**config.mk**
```make
export PLATFORM = sky130hd
export DESIGN_NAME = mem_arbiter_flat
export DESIGN_NICKNAME = d
export VERILOG_FILES = /design/src/rtl/mem_arbiter_if.sv /design/src/rtl/mem_arbiter.sv /design/src/flat_wrapper.sv
export SDC_FILE = /design/constraint.sdc
export NUM_CORES = 1
export LEC_CHECK = 0
export ABC_AREA = 1
export ABC_CLOCK_PERIOD_IN_PS = 1200
export BUFFER_PORTS_ARGS = -buffer_cell sky130_fd_sc_hd__buf_2
export CORE_ASPECT_RATIO = 0.9
export CORE_MARGIN = 4
export CORE_UTILIZATION = 39
export DETAILED_ROUTE_END_ITERATION = 16
export PLACE_DENSITY = 0.76
export SKIP_CTS_REPAIR_TIMING = 1
export SYNTH_ARGS = -nofsm -noshare
export SYNTH_HDL_FRONTEND = slang
export SYNTH_SLANG_ARGS = --single-unit
```
**constraint.sdc**
```tcl
create_clock -name clk -period 1.2 [get_ports clk]
set_input_delay 0.12 -clock clk [delete_from_list [all_inputs] [get_ports clk]]
set_output_delay 0.12 -clock clk [all_outputs]
set_load 0.02 [all_outputs]
```
**src/rtl/mem_arbiter_if.sv**
```systemverilog
// Bus bundle for mem_arbiter: the three requester ports (fetch, data,
// loader), the single-port RAM port and the busy flag.
// slave  : the arbiter's view (drives all o_* signals)
// master : the surrounding system's view (drives all i_* signals)
interface mem_arbiter_if #(
    parameter int ADDR_W = 32,
    parameter int DATA_W = 32,
    parameter int MEM_AW = 12
);
    // instruction fetch (read-only)
    logic              i_f_req;
    logic [ADDR_W-1:0] i_f_addr;
    logic              o_f_ack;
    logic [DATA_W-1:0] o_f_rdata;
    logic              o_f_err;

    // cpu data (read/write)
    logic              i_d_req;
    logic              i_d_we;
    logic [ADDR_W-1:0] i_d_addr;
    logic [DATA_W-1:0] i_d_wdata;
    logic              o_d_ack;
    logic [DATA_W-1:0] o_d_rdata;
    logic              o_d_err;

    // boot loader (write-only)
    logic              i_l_req;
    logic [ADDR_W-1:0] i_l_addr;
    logic [DATA_W-1:0] i_l_wdata;
    logic              o_l_ack;
    logic              o_l_err;

    // RAM port
    logic              o_mem_en;
    logic              o_mem_we;
    logic [MEM_AW-1:0] o_mem_addr;
    logic [DATA_W-1:0] o_mem_wdata;
    logic [DATA_W-1:0] i_mem_rdata;

    logic              o_busy;

    modport slave (
        input  i_f_req, i_f_addr,
        output o_f_ack, o_f_rdata, o_f_err,
        input  i_d_req, i_d_we, i_d_addr, i_d_wdata,
        output o_d_ack, o_d_rdata, o_d_err,
        input  i_l_req, i_l_addr, i_l_wdata,
        output o_l_ack, o_l_err,
        output o_mem_en, o_mem_we, o_mem_addr, o_mem_wdata,
        input  i_mem_rdata,
        output o_busy
    );

    modport master (
        output i_f_req, i_f_addr,
        input  o_f_ack, o_f_rdata, o_f_err,
        output i_d_req, i_d_we, i_d_addr, i_d_wdata,
        input  o_d_ack, o_d_rdata, o_d_err,
        output i_l_req, i_l_addr, i_l_wdata,
        input  o_l_ack, o_l_err,
        input  o_mem_en, o_mem_we, o_mem_addr, o_mem_wdata,
        output i_mem_rdata,
        input  o_busy
    );
endinterface

```
**src/rtl/mem_arbiter.sv**
```systemverilog
// mem_arbiter: shares one single-port synchronous word RAM between CPU
// fetch (F), CPU data (D) and the boot loader (L). One access in flight,
// four-cycle slot IDLE -> ISSUE -> WAIT -> RESP, all outputs registered.
// Loader has absolute priority; F and D alternate round-robin.
// Optional feature: define MEM_ARB_RANGE_CHECK_EN to flag accesses with
// address bits above MEM_AW+1 set (no RAM strobe, err with ack, reads
// return 32'hDEADBEEF). Without it, err outputs stay 0 and addresses wrap.
module mem_arbiter #(
    parameter int ADDR_W = 32,
    parameter int DATA_W = 32,
    parameter int MEM_AW = 12
) (
    input  logic          clk,
    input  logic          i_reset,
    mem_arbiter_if.slave  bus
);

`ifdef MEM_ARB_RANGE_CHECK_EN
    localparam bit RANGE_CHECK = 1'b1;
`else
    localparam bit RANGE_CHECK = 1'b0;
`endif

    typedef enum logic [1:0] {IDLE, ISSUE, WAIT, RESP} state_t;
    typedef enum logic [1:0] {SRC_F, SRC_D, SRC_L} src_t;

    state_t state;
    src_t   owner;      // requester that owns the slot in flight
    src_t   rr_pref;    // preferred requester when F and D collide
    logic   own_we;
    logic   own_oor;

    src_t              grant;
    logic              grant_any;
    logic [ADDR_W-1:0] sel_addr;
    logic [DATA_W-1:0] sel_wdata;
    logic              sel_we;
    logic              sel_oor;
    logic              unused_addr_bits;

    // Pick the winner among live requests and mux its access fields.
    always_comb begin
        grant_any = bus.i_l_req | bus.i_f_req | bus.i_d_req;
        if (bus.i_l_req)
            grant = SRC_L;
        else if (bus.i_f_req && bus.i_d_req)
            grant = rr_pref;
        else if (bus.i_d_req)
            grant = SRC_D;
        else
            grant = SRC_F;

        sel_addr  = bus.i_f_addr;
        sel_wdata = '0;
        sel_we    = 1'b0;
        case (grant)
            SRC_L: begin
                sel_addr  = bus.i_l_addr;
                sel_wdata = bus.i_l_wdata;
                sel_we    = 1'b1;
            end
            SRC_D: begin
                sel_addr  = bus.i_d_addr;
                sel_wdata = bus.i_d_wdata;
                sel_we    = bus.i_d_we;
            end
            default: ;
        endcase
    end

    // Upper address bits only matter when range checking is built in.
    assign sel_oor          = RANGE_CHECK && (|sel_addr[ADDR_W-1:MEM_AW+2]);
    assign unused_addr_bits = ^sel_addr[1:0];

    // Slot sequencer: every output is a register written from here.
    always_ff @(posedge clk) begin
        if (i_reset) begin
            state           <= IDLE;
            owner           <= SRC_F;
            rr_pref         <= SRC_F;
            own_we          <= 1'b0;
            own_oor         <= 1'b0;
            bus.o_f_ack     <= 1'b0;
            bus.o_d_ack     <= 1'b0;
            bus.o_l_ack     <= 1'b0;
            bus.o_f_err     <= 1'b0;
            bus.o_d_err     <= 1'b0;
            bus.o_l_err     <= 1'b0;
            bus.o_f_rdata   <= '0;
            bus.o_d_rdata   <= '0;
            bus.o_mem_en    <= 1'b0;
            bus.o_mem_we    <= 1'b0;
            bus.o_mem_addr  <= '0;
            bus.o_mem_wdata <= '0;
            bus.o_busy      <= 1'b0;
        end else begin
            bus.o_f_ack  <= 1'b0;
            bus.o_d_ack  <= 1'b0;
            bus.o_l_ack  <= 1'b0;
            bus.o_f_err  <= 1'b0;
            bus.o_d_err  <= 1'b0;
            bus.o_l_err  <= 1'b0;
            bus.o_mem_en <= 1'b0;
            bus.o_mem_we <= 1'b0;
            case (state)
                IDLE: begin
                    if (grant_any) begin
                        owner           <= grant;
                        own_we          <= sel_we;
                        own_oor         <= sel_oor;
                        bus.o_mem_addr  <= sel_addr[MEM_AW+1:2];
                        bus.o_mem_wdata <= sel_wdata;
                        bus.o_mem_en    <= !sel_oor;
                        bus.o_mem_we    <= sel_we && !sel_oor;
                        bus.o_busy      <= 1'b1;
                        state           <= ISSUE;
                        if (grant == SRC_F)
                            rr_pref <= SRC_D;
                        else if (grant == SRC_D)
                            rr_pref <= SRC_F;
                    end
                end
                ISSUE: begin
                    state <= WAIT;
                end
                WAIT: begin
                    if (!own_we) begin
                        if (owner == SRC_F)
                            bus.o_f_rdata <= own_oor ? DATA_W'(32'hDEADBEEF) : bus.i_mem_rdata;
                        else if (owner == SRC_D)
                            bus.o_d_rdata <= own_oor ? DATA_W'(32'hDEADBEEF) : bus.i_mem_rdata;
                    end
                    bus.o_f_ack <= (owner == SRC_F);
                    bus.o_d_ack <= (owner == SRC_D);
                    bus.o_l_ack <= (owner == SRC_L);
                    bus.o_f_err <= (owner == SRC_F) && own_oor;
                    bus.o_d_err <= (owner == SRC_D) && own_oor;
                    bus.o_l_err <= (owner == SRC_L) && own_oor;
                    state       <= RESP;
                end
                RESP: begin
                    bus.o_busy <= 1'b0;
                    state      <= IDLE;
                end
                default: state <= IDLE;
            endcase
        end
    end

endmodule

```
**src/flat_wrapper.sv**
```systemverilog
// flat-port wrapper written by rule: the top's interface ports become plain ports
module mem_arbiter_flat 
#(
    parameter int ADDR_W = 32,
    parameter int DATA_W = 32,
    parameter int MEM_AW = 12
)
  (clk, i_reset, bus_i_f_req, bus_i_f_addr, bus_o_f_ack, bus_o_f_rdata, bus_o_f_err, bus_i_d_req, bus_i_d_we, bus_i_d_addr, bus_i_d_wdata, bus_o_d_ack, bus_o_d_rdata, bus_o_d_err, bus_i_l_req, bus_i_l_addr, bus_i_l_wdata, bus_o_l_ack, bus_o_l_err, bus_o_mem_en, bus_o_mem_we, bus_o_mem_addr, bus_o_mem_wdata, bus_i_mem_rdata, bus_o_busy);
  mem_arbiter_if #(.ADDR_W(ADDR_W), .DATA_W(DATA_W), .MEM_AW(MEM_AW)) bus_i ();
  input  logic clk;
  input  logic i_reset;
  input wire logic [$bits(bus_i.i_f_req)-1:0] bus_i_f_req;
  input wire logic [$bits(bus_i.i_f_addr)-1:0] bus_i_f_addr;
  output wire logic [$bits(bus_i.o_f_ack)-1:0] bus_o_f_ack;
  output wire logic [$bits(bus_i.o_f_rdata)-1:0] bus_o_f_rdata;
  output wire logic [$bits(bus_i.o_f_err)-1:0] bus_o_f_err;
  input wire logic [$bits(bus_i.i_d_req)-1:0] bus_i_d_req;
  input wire logic [$bits(bus_i.i_d_we)-1:0] bus_i_d_we;
  input wire logic [$bits(bus_i.i_d_addr)-1:0] bus_i_d_addr;
  input wire logic [$bits(bus_i.i_d_wdata)-1:0] bus_i_d_wdata;
  output wire logic [$bits(bus_i.o_d_ack)-1:0] bus_o_d_ack;
  output wire logic [$bits(bus_i.o_d_rdata)-1:0] bus_o_d_rdata;
  output wire logic [$bits(bus_i.o_d_err)-1:0] bus_o_d_err;
  input wire logic [$bits(bus_i.i_l_req)-1:0] bus_i_l_req;
  input wire logic [$bits(bus_i.i_l_addr)-1:0] bus_i_l_addr;
  input wire logic [$bits(bus_i.i_l_wdata)-1:0] bus_i_l_wdata;
  output wire logic [$bits(bus_i.o_l_ack)-1:0] bus_o_l_ack;
  output wire logic [$bits(bus_i.o_l_err)-1:0] bus_o_l_err;
  output wire logic [$bits(bus_i.o_mem_en)-1:0] bus_o_mem_en;
  output wire logic [$bits(bus_i.o_mem_we)-1:0] bus_o_mem_we;
  output wire logic [$bits(bus_i.o_mem_addr)-1:0] bus_o_mem_addr;
  output wire logic [$bits(bus_i.o_mem_wdata)-1:0] bus_o_mem_wdata;
  input wire logic [$bits(bus_i.i_mem_rdata)-1:0] bus_i_mem_rdata;
  output wire logic [$bits(bus_i.o_busy)-1:0] bus_o_busy;
  assign bus_i.i_f_req = bus_i_f_req;
  assign bus_i.i_f_addr = bus_i_f_addr;
  assign bus_o_f_ack = bus_i.o_f_ack;
  assign bus_o_f_rdata = bus_i.o_f_rdata;
  assign bus_o_f_err = bus_i.o_f_err;
  assign bus_i.i_d_req = bus_i_d_req;
  assign bus_i.i_d_we = bus_i_d_we;
  assign bus_i.i_d_addr = bus_i_d_addr;
  assign bus_i.i_d_wdata = bus_i_d_wdata;
  assign bus_o_d_ack = bus_i.o_d_ack;
  assign bus_o_d_rdata = bus_i.o_d_rdata;
  assign bus_o_d_err = bus_i.o_d_err;
  assign bus_i.i_l_req = bus_i_l_req;
  assign bus_i.i_l_addr = bus_i_l_addr;
  assign bus_i.i_l_wdata = bus_i_l_wdata;
  assign bus_o_l_ack = bus_i.o_l_ack;
  assign bus_o_l_err = bus_i.o_l_err;
  assign bus_o_mem_en = bus_i.o_mem_en;
  assign bus_o_mem_we = bus_i.o_mem_we;
  assign bus_o_mem_addr = bus_i.o_mem_addr;
  assign bus_o_mem_wdata = bus_i.o_mem_wdata;
  assign bus_i.i_mem_rdata = bus_i_mem_rdata;
  assign bus_o_busy = bus_i.o_busy;
  mem_arbiter #(.ADDR_W(ADDR_W), .DATA_W(DATA_W), .MEM_AW(MEM_AW)) u_core (.clk(clk), .i_reset(i_reset), .bus(bus_i));
endmodule
```
==> flow_summary.yaml, run 1 <==
global_routing:
  grt_busiest_layer: "met2"
  grt_antenna_before_repair: 0
  grt_use_met3: 0.0567
  grt.total_usage: 0.201
  grt_max_degree: 72
  met2_usage: 0.319
  grt_pass1_wl_mm: 25.3
  grt-ovfl-total: 0
  grtUsageMet1: 0.260
  grt_pass1_vias: 5291
sta:
  fin_skew_ns: 0.00736
  maxSlewViolCount: 0
  grt_setup_unrepaired: "yes"
  fin_tns_setup_ns: -14.61
  timing.hold.ws_ns: -0.0113
  hold_viol: 2
  clock.fmax_mhz: 711
  setup_viol: 116
  period_needed_ns: 1.41
  finalCritPeriodShare: 1.17
  timing.final.ws_setup_ns: -0.207
floorplanning:
  core_um2: 12900
  ios: 315
  die_area_um2: 15300
  rows: 39
  die_w_um: 130
  start_util: 0.404
  die_height_um: 118
layout:
  syn_to_final_growth_pct: 58.2
  final_common_cell: "buf_2"
  nets: 1202
  final_cell_mix: "buf_2 (250), nand2_1 (207), dfxtp_1 (118)"
  finalInstanceArea_um2: 8230
  post-route-util: 0.639
  antennaDiodeCount: 0
  drive_gt1_frac: 0.412
power:
  leakage_nw: 3.86
  peakVddDrop_mv: 1.02
  power_density_nw_per_um2: 1990
placed_design:
  dpl_cell_area_um2: 6690
  dp_hpwl_mm: 11.4
  io_buffer_count: 251
  routabilityCongestion: 0.822
yosys:
  synth_top_area_share: 0.462
  yosysWarnings: 0
  ys_ff_latch: 120
  synth_cell_type_count: 24
  netlist_area_um2: 5200
  syn_avg_cell_area_um2: 7.21
  synth_top_area_cell: "dfxtp_1"
  seq_area_frac_synth: 0.462
  synthTopCellsByArea: "dfxtp_1 (46%), nand2_1 (17%), a21oi_1 (9.4%)"
  syn_inst: 722
clock_tree:
  htreeDepth: 4
  cts_sinks: 120
  clkTransAtPathRegs_ns: 0.06
  cts_tree: "built"
  numCtsBuffers: 17
  cts_root_buffer: "clkbuf_16"
  clockBufferDepth: 2
  insertion_delay_ns: 0.41
outcome:
  status: "finished with violations"
  violations: "negative hold slack, negative setup slack"
setup_path:
  worstPathMaxFanout: 8
  criticalPathCategory: "reg2reg"
  worstPathArrival_ns: 1.74
  start_kind: "flip-flop"
  r2r_slack_ns: -0.21
  end_kind: "flip-flop"
  cp.required_ns: 1.53
route:
  routedWlPerCell_um: 15.6
  dr.first_iter.drc_count: 401
  postRouteAntennaNets: 0
  drc: 0
  firstDrtPassIters: 5
  finalWirelength_mm: 18.3
  via_per_inst: 5.15
  via_count: 6054
run:
  max_cap_viol_count: 0
worst_hold_path:
  min_path_type: "in2reg"
==> worst paths after layout <==
path                                    startpoint                                    end  depth (start not counted)
max reg2reg           u_core.state[0]$_SDFFE_PP0P_  u_core.bus.o_d_rdata[20]$_SDFFE_PP0P_                          8
min reg2reg  u_core.bus.o_d_rdata[19]$_SDFFE_PP0P_  u_core.bus.o_d_rdata[19]$_SDFFE_PP0P_                          2
max                   u_core.state[0]$_SDFFE_PP0P_  u_core.bus.o_d_rdata[20]$_SDFFE_PP0P_                          8
min                             bus_i_mem_rdata[4]   u_core.bus.o_d_rdata[4]$_SDFFE_PP0P_                          3
==> synthesized netlist by cell type <==
cell / count
dfxtp_1: 120
inv_4: 1
inv_1: 8
nand4_1: 44
a21oi_1: 98
nor3_1: 2
conb_1: 1
nor2_2: 3
nor2_4: 1
o21ai_1: 14
o21bai_1: 1
clkbuf_1: 14
inv_2: 3
nand2_4: 1
o21ai_0: 2
nand2_1: 239
buf_6: 6
buf_2: 33
nand3_1: 78
buf_1: 1
nand2_2: 4
buf_4: 10
ha_1: 3
nor2_1: 35
==> metrics by stage <==
step	cells	setup WS, ns	total power, mW
CTS	1131	-0.241	14.4
finish	1176	-0.207	16.4
global placement	1101	-0.154	9.30
floorplan	724	-0.0233	7.95
detailed placement	1101	-0.203	9.34
global route	1176	-0.272	17.1
==> sequential cells by signal, indices dropped and copies added (netlist names) <==
signal	cells
u_core.bus.o_mem_wdata	32
u_core.state	2
u_core.bus.o_d_ack	1
u_core.bus.o_busy	1
u_core.bus.o_d_rdata	32
u_core.own_we	1
u_core.bus.o_f_rdata	32
u_core.bus.o_l_ack	1
u_core.rr_pref	1
u_core.bus.o_mem_en	1
u_core.bus.o_mem_addr	12
u_core.bus.o_mem_we	1
u_core.owner	2
u_core.bus.o_f_ack	1
==> per-layer routing <==
metal / up-vias / share of wire
met5: - / 0
met4: 0 / 0.024
met3: 38 / 0.094
met2: 317 / 0.48
met1: 2734 / 0.40
li1: 2965 / -
==> layout make-up <==
class                      instances  area, um^2
tap                              164         205
timing repair inverter             1        11.3
sequential                       120        2400
timing repair buffer             321        2270
inverter                          12        57.6
clock inverter                    12         154
fill                            1113        4650
multi-input combinational        528        2700
clock buffer                      18         429
==> cell families after synthesis <==
kind of cell | Yosys count | synth area share
AO/OA/AOI/OAI | 115 | 0.111
adder cells (fa/ha/maj) | 3 | 0.00721
buffers and inverters | 76 | 0.0791
flip-flops | 120 | 0.462
other | 1 | 0.000721
AND/OR/NAND/NOR | 407 | 0.340
==> report_power, final <==
part	internal, mW	leakage, nW	switching, mW
Clock	3.23	0.278	1.80
Sequential	4.56	0.978	0.361
Combinational	2.82	2.60	3.63
Total	10.6	3.86	5.78
==> worst max-delay path: stages (launching register included) <==
cell       delay, ns
dfxtp_2         0.32
inv_2           0.07
ha_4            0.13
inv_2           0.05
nor2_4          0.18
buf_12          0.16
clkbuf_16       0.16
nand3_1         0.07
a21oi_1         0.18
Power figures use the tool's default switching activity.
==> run 2: changes to the inputs <==
--- a/config.mk
+++ b/config.mk
@@ -6,14 +6,14 @@
 export NUM_CORES = 1
 export LEC_CHECK = 0
 export ABC_AREA = 1
-export ABC_CLOCK_PERIOD_IN_PS = 1200
+export ABC_CLOCK_PERIOD_IN_PS = 1500
 export BUFFER_PORTS_ARGS = -buffer_cell sky130_fd_sc_hd__buf_2
-export CORE_ASPECT_RATIO = 0.9
-export CORE_MARGIN = 4
-export CORE_UTILIZATION = 39
+export CORE_AREA = 4 4 119 121
 export DETAILED_ROUTE_END_ITERATION = 16
-export PLACE_DENSITY = 0.76
+export DIE_AREA = 0 0 123 125
+export PLACE_DENSITY = 0.75
 export SKIP_CTS_REPAIR_TIMING = 1
+export SKIP_LAST_GASP = 1
 export SYNTH_ARGS = -nofsm -noshare
 export SYNTH_HDL_FRONTEND = slang
 export SYNTH_SLANG_ARGS = --single-unit
==> constraint.sdc (replaced) <==
create_clock -name clk -period 1.5 [get_ports clk]
set_input_delay 0.15 -clock clk [delete_from_list [all_inputs] [get_ports clk]]
set_output_delay 0.15 -clock clk [all_outputs]
set_load 0.02 [all_outputs]
==> flow_summary.yaml, run 2 (synthesized netlist as in run 1, its figures left out) <==
placed_design:
  io_buffer_count: 251
  routabilityCongestion: 0.837
  dp.cells: 1107
  place_ws_ns: 0.0654
  dp_hpwl_mm: 11.5
  dpl_cell_area_um2: 6610
clock_tree:
  cts_tree: "built"
  numCtsBuffers: 17
  clockBufferDepth: 2
  cts_sinks: 120
  clkTransAtPathRegs_ns: 0.05
  htreeDepth: 4
  insertion_delay_ns: 0.41
  cts_root_buffer: "clkbuf_16"
layout:
  finalInstanceArea_um2: 7340
  drive_gt1_frac: 0.335
  final_common_cell: "buf_2"
  final_cell_mix: "buf_2 (250), nand2_1 (238), dfxtp_1 (118)"
  antennaDiodeCount: 0
  syn_to_final_growth_pct: 41.1
  finalNonFillerCells: 1142
  nets: 1156
  nFillCells: 1294
  largestRegisters: "u_core.bus.o_d_rdata x32, u_core.bus.o_f_rdata x32, u_core.bus.o_mem_wdata x32"
sta:
  worst_slew_pin_slew_ns: 0.516
  hold_viol: 0
  finalCritPeriodShare: 0.974
  fin_skew_ns: 0.00679
  fin_tns_setup_ns: 0
  maxSlewViolCount: 0
  timing.final.ws_setup_ns: 0.0389
  relSlewSlack: 0.656
  clock.fmax_mhz: 684
  period_needed_ns: 1.46
  setup_viol: 0
  grt_setup_unrepaired: "yes"
global_routing:
  grt_antenna_before_repair: 0
  grt_max_degree: 61
  grt.total_usage: 0.206
  grt-ovfl-total: 0
  grt_pass1_vias: 5108
  grt_pass1_wl_mm: 25.3
setup_path:
  worstPathMaxFanout: 30
  start_kind: "flip-flop"
  end_kind: "flip-flop"
  worstPathArrival_ns: 1.80
  criticalPathCategory: "reg2reg"
  r2r_slack_ns: 0.04
  cp.required_ns: 1.83
route:
  via_per_inst: 4.98
  via_count: 5688
  routedWlPerCell_um: 14.7
  finalWirelength_mm: 16.8
  drc: 0
  postRouteAntennaNets: 0
  firstDrtPassIters: 5
  dr.first_iter.drc_count: 412
power:
  peakVddDrop_mv: 0.695
  power_density_nw_per_um2: 1600
  leakage_nw: 3.51
run:
  max_cap_viol_count: 0
floorplanning:
  die_height_um: 125
  start_util: 0.398
  ios: 315
  core_um2: 13100
  die_area_um2: 15400
  rows: 42
  die_w_um: 123
worst_hold_path:
  min_path_type: "in2reg"
outcome:
  status: "completed"
## run 2: cell types whose count changed in the layout (fill, tap and decap cells not counted), sizes merged
cell / change
dlygate4sd3: -24
clkinvlp: -1
buf: -16
inv: -1
clkinv: -3
clkbuf: -1
## run 2: routing by layer
layer  global-route usage  share of wire  routed length [um]
met1                0.263           0.41                6960
met2                0.319           0.45                7580
met3               0.0632           0.10                1730
met4               0.0925          0.031                 514
met5                    0              0                   0
## run 2: final timing paths
| path | startpoint | to | cells past startpoint |
|---|---|---|---|
| setup / recovery | u_core.state[0]$_SDFFE_PP0P_ | u_core.bus.o_d_rdata[2]$_SDFFE_PP0P_ | 8 |
| hold / removal | bus_i_mem_rdata[26] | u_core.bus.o_f_rdata[26]$_SDFFE_PP0P_ | 3 |
| hold reg to reg | u_core.bus.o_f_rdata[23]$_SDFFE_PP0P_ | u_core.bus.o_f_rdata[23]$_SDFFE_PP0P_ | 2 |
| setup reg to reg | u_core.state[0]$_SDFFE_PP0P_ | u_core.bus.o_d_rdata[2]$_SDFFE_PP0P_ | 8 |
## run 2: metrics by stage
step | total power, mW | utilization | hold WS (ns)
global placement | 7.37 | 0.505 | 0.436
detailed placement | 7.41 | 0.505 | 0.441
floorplan | 6.27 | - | 0.315
global route | 12.3 | 0.561 | 0.0100
CTS | 11.6 | 0.552 | 0.00121
finish | 11.7 | 0.561 | 0.0199
## run 2: critical path: stages (launching register included)
cell       delay [ns]
dfxtp_2          0.33
inv_1            0.07
ha_1             0.19
inv_2            0.06
nor2_4           0.11
buf_6            0.15
clkbuf_16        0.21
nand3_1          0.11
a21oi_1          0.16
## run 2: area by class of cell
class,instances,area [um^2],area share
Multi-Input combinational cell,528,2420,0.330
Inverter,12,47.5,0.00648
Clock inverter,8,120,0.0164
Timing Repair Buffer,276,1640,0.223
Tap cell,176,220,0.0300
Sequential cell,120,2400,0.328
Clock buffer,22,484,0.0660
## run 2: where the power goes
| group | internal, mW | switching, mW | leakage [nW] |
|---|---|---|---|
| clock | 2.76 | 1.38 | 0.294 |
| sequential | 3.65 | 0.254 | 0.978 |
| combinational | 1.35 | 2.33 | 2.24 |
==> run 3: changes to the inputs <==
--- a/config.mk
+++ b/config.mk
@@ -6,7 +6,7 @@
 export NUM_CORES = 1
 export LEC_CHECK = 0
 export ABC_AREA = 1
-export ABC_CLOCK_PERIOD_IN_PS = 1500
+export ABC_CLOCK_PERIOD_IN_PS = 1640
 export BUFFER_PORTS_ARGS = -buffer_cell sky130_fd_sc_hd__buf_2
 export CORE_AREA = 4 4 119 121
 export DETAILED_ROUTE_END_ITERATION = 16
==> constraint.sdc (replaced) <==
create_clock -name clk -period 1.64 [get_ports clk]
set_input_delay 0.164 -clock clk [delete_from_list [all_inputs] [get_ports clk]]
set_output_delay 0.164 -clock clk [all_outputs]
set_load 0.02 [all_outputs]
==> flow_summary.yaml, run 3 (synthesized netlist as in run 1, its figures left out) <==
outcome:
  status: "completed"
setup_path:
  cp-endpoint: "u_core.bus.o_mem_wdata[26]$_SDFFE_PP0P_"
  worstRegToRegCells: 7
  start_kind: "flip-flop"
  r2r-start: "u_core.state[0]$_SDFFE_PP0P_"
  cp.required_ns: 1.97
  criticalPathCategory: "reg2reg"
  end_kind: "flip-flop"
  r2r_slack_ns: 0.20
  critPathLaunch: "u_core.state[0]$_SDFFE_PP0P_"
  worst_r2r_endpoint: "u_core.bus.o_mem_wdata[26]$_SDFFE_PP0P_"
  worstPathMaxFanout: 16
  worstPathArrival_ns: 1.78
route:
  finalWirelength_mm: 15.7
  wl_met2_mm: 7.28
  drc: 0
  m1WireLength_mm: 6.56
  via_per_inst: 4.92
  firstDrtPassIters: 5
  top_layer: "met4"
  wl_met3_mm: 1.61
  postRouteAntennaNets: 0
  dr.first_iter.drc_count: 347
  routedWlPerCell_um: 13.8
  via_count: 5596
floorplanning:
  die_height_um: 125
  ios: 315
  core_um2: 13100
  die_w_um: 123
  start_util: 0.398
  die_area_um2: 15400
  rows: 42
sta:
  maxSlewViolCount: 0
  finalCritPeriodShare: 0.881
  clock.fmax_mhz: 692
  fin_tns_setup_ns: 0
  worst_slew_pin_slew_ns: 0.517
  setup_viol: 0
  fin_skew_ns: 0.00609
  period_needed_ns: 1.44
  hold_viol: 0
  relSlewSlack: 0.655
  grt_setup_unrepaired: "no"
run:
  max_cap_viol_count: 0
power:
  peakVddDrop_mv: 0.649
  power_frac_comb: 0.292
  power_frac_clock: 0.365
  leakage_nw: 3.44
  p_int_mw: 6.89
  netSwitchingPower_mw: 3.47
  finalPower_mw: 10.4
  switching_share: 0.335
  seqPwrFrac: 0.343
  power_density_nw_per_um2: 1440
layout:
  final_cell_mix: "buf_2 (250), nand2_1 (239), dfxtp_1 (120)"
  syn_to_final_growth_pct: 37.8
  nets: 1149
  antennaDiodeCount: 0
  drive_gt1_frac: 0.325
  finalNonFillerCells: 1137
  post-route-util: 0.548
  final_common_cell: "buf_2"
  finalInstanceArea_um2: 7170
  largestRegisters: "u_core.bus.o_d_rdata x32, u_core.bus.o_f_rdata x32, u_core.bus.o_mem_wdata x32"
clock_tree:
  numCtsBuffers: 17
  htreeDepth: 4
  insertion_delay_ns: 0.41
  cts_tree: "built"
  clkTransAtPathRegs_ns: 0.05
  clockBufferDepth: 2
  cts_root_buffer: "clkbuf_16"
  cts_sinks: 120
global_routing:
  grt_max_degree: 65
  grt-ovfl-total: 0
  grt_pass1_wl_mm: 24.5
  grt_pass1_vias: 5099
  grt.total_usage: 0.199
  grt_antenna_before_repair: 0
worst_hold_path:
  min_from: "bus_i_mem_rdata[9]"
  min_path_type: "in2reg"
placed_design:
  dp_hpwl_mm: 11.4
  io_buffer_count: 251
  dp.cells: 1105
  routabilityCongestion: 0.823
  dpl_cell_area_um2: 6560
-- run 3: power by group through the flow --
stage	sequential (mW)	combinational, mW	clock (mW)
CTS	3.56	3.04	3.87
global placement	3.60	3.02	0
detailed placement	3.61	3.04	0
global route	3.61	3.33	3.99
floorplan	4.05	1.68	0
finish	3.56	3.02	3.78
-- run 3: critical path: stages, from the launching register on --
cell	delay [ns]
dfxtp_1	0.32
inv_1	0.08
ha_2	0.23
nand2_4	0.13
inv_4	0.18
buf_4	0.23
nand2_1	0.09
a21oi_1	0.11
-- run 3: routing by layer --
| metal | global-route usage | vias up |
|---|---|---|
| met2 | 0.316 | 269 |
| met1 | 0.255 | 2446 |
| met3 | 0.0556 | 24 |
| met4 | 0.0769 | 0 |
| li1 | - | 2857 |
| met5 | 0 | - |
-- run 3: layout make-up --
cell class	instances	area, um^2
clock inverters	8	118
repair buffers	269	1490
well taps	176	220
multi-input cells	528	2400
flip-flops and latches	120	2400
inverters	12	47.5
fillers	1295	5910
clock buffers	24	492
-- run 3: worst min path at each step --
stage / to / slack (ns) / cells after the start
floorplan: u_core.bus.o_d_rdata[0]$_SDFFE_PP0P_ / 0.33 / 2
global placement: u_core.bus.o_d_rdata[26]$_SDFFE_PP0P_ / 0.45 / 2
detailed placement: u_core.bus.o_f_rdata[14]$_SDFFE_PP0P_ / 0.45 / 2
CTS: u_core.bus.o_d_rdata[9]$_SDFFE_PP0P_ / 0.01 / 3
global route: u_core.bus.o_f_rdata[15]$_SDFFE_PP0P_ / 0.04 / 3
finish: u_core.bus.o_d_rdata[9]$_SDFFE_PP0P_ / 0.04 / 3
-- run 3: stage by stage --
step / setup WS, ns / hold WS (ns)
after global placement: 0.170 / 0.445
final: 0.195 / 0.0376
after CTS: 0.125 / 0.0108
after detailed placement: 0.137 / 0.450
after floorplan: 0.368 / 0.329
after global routing: 0.0490 / 0.0358
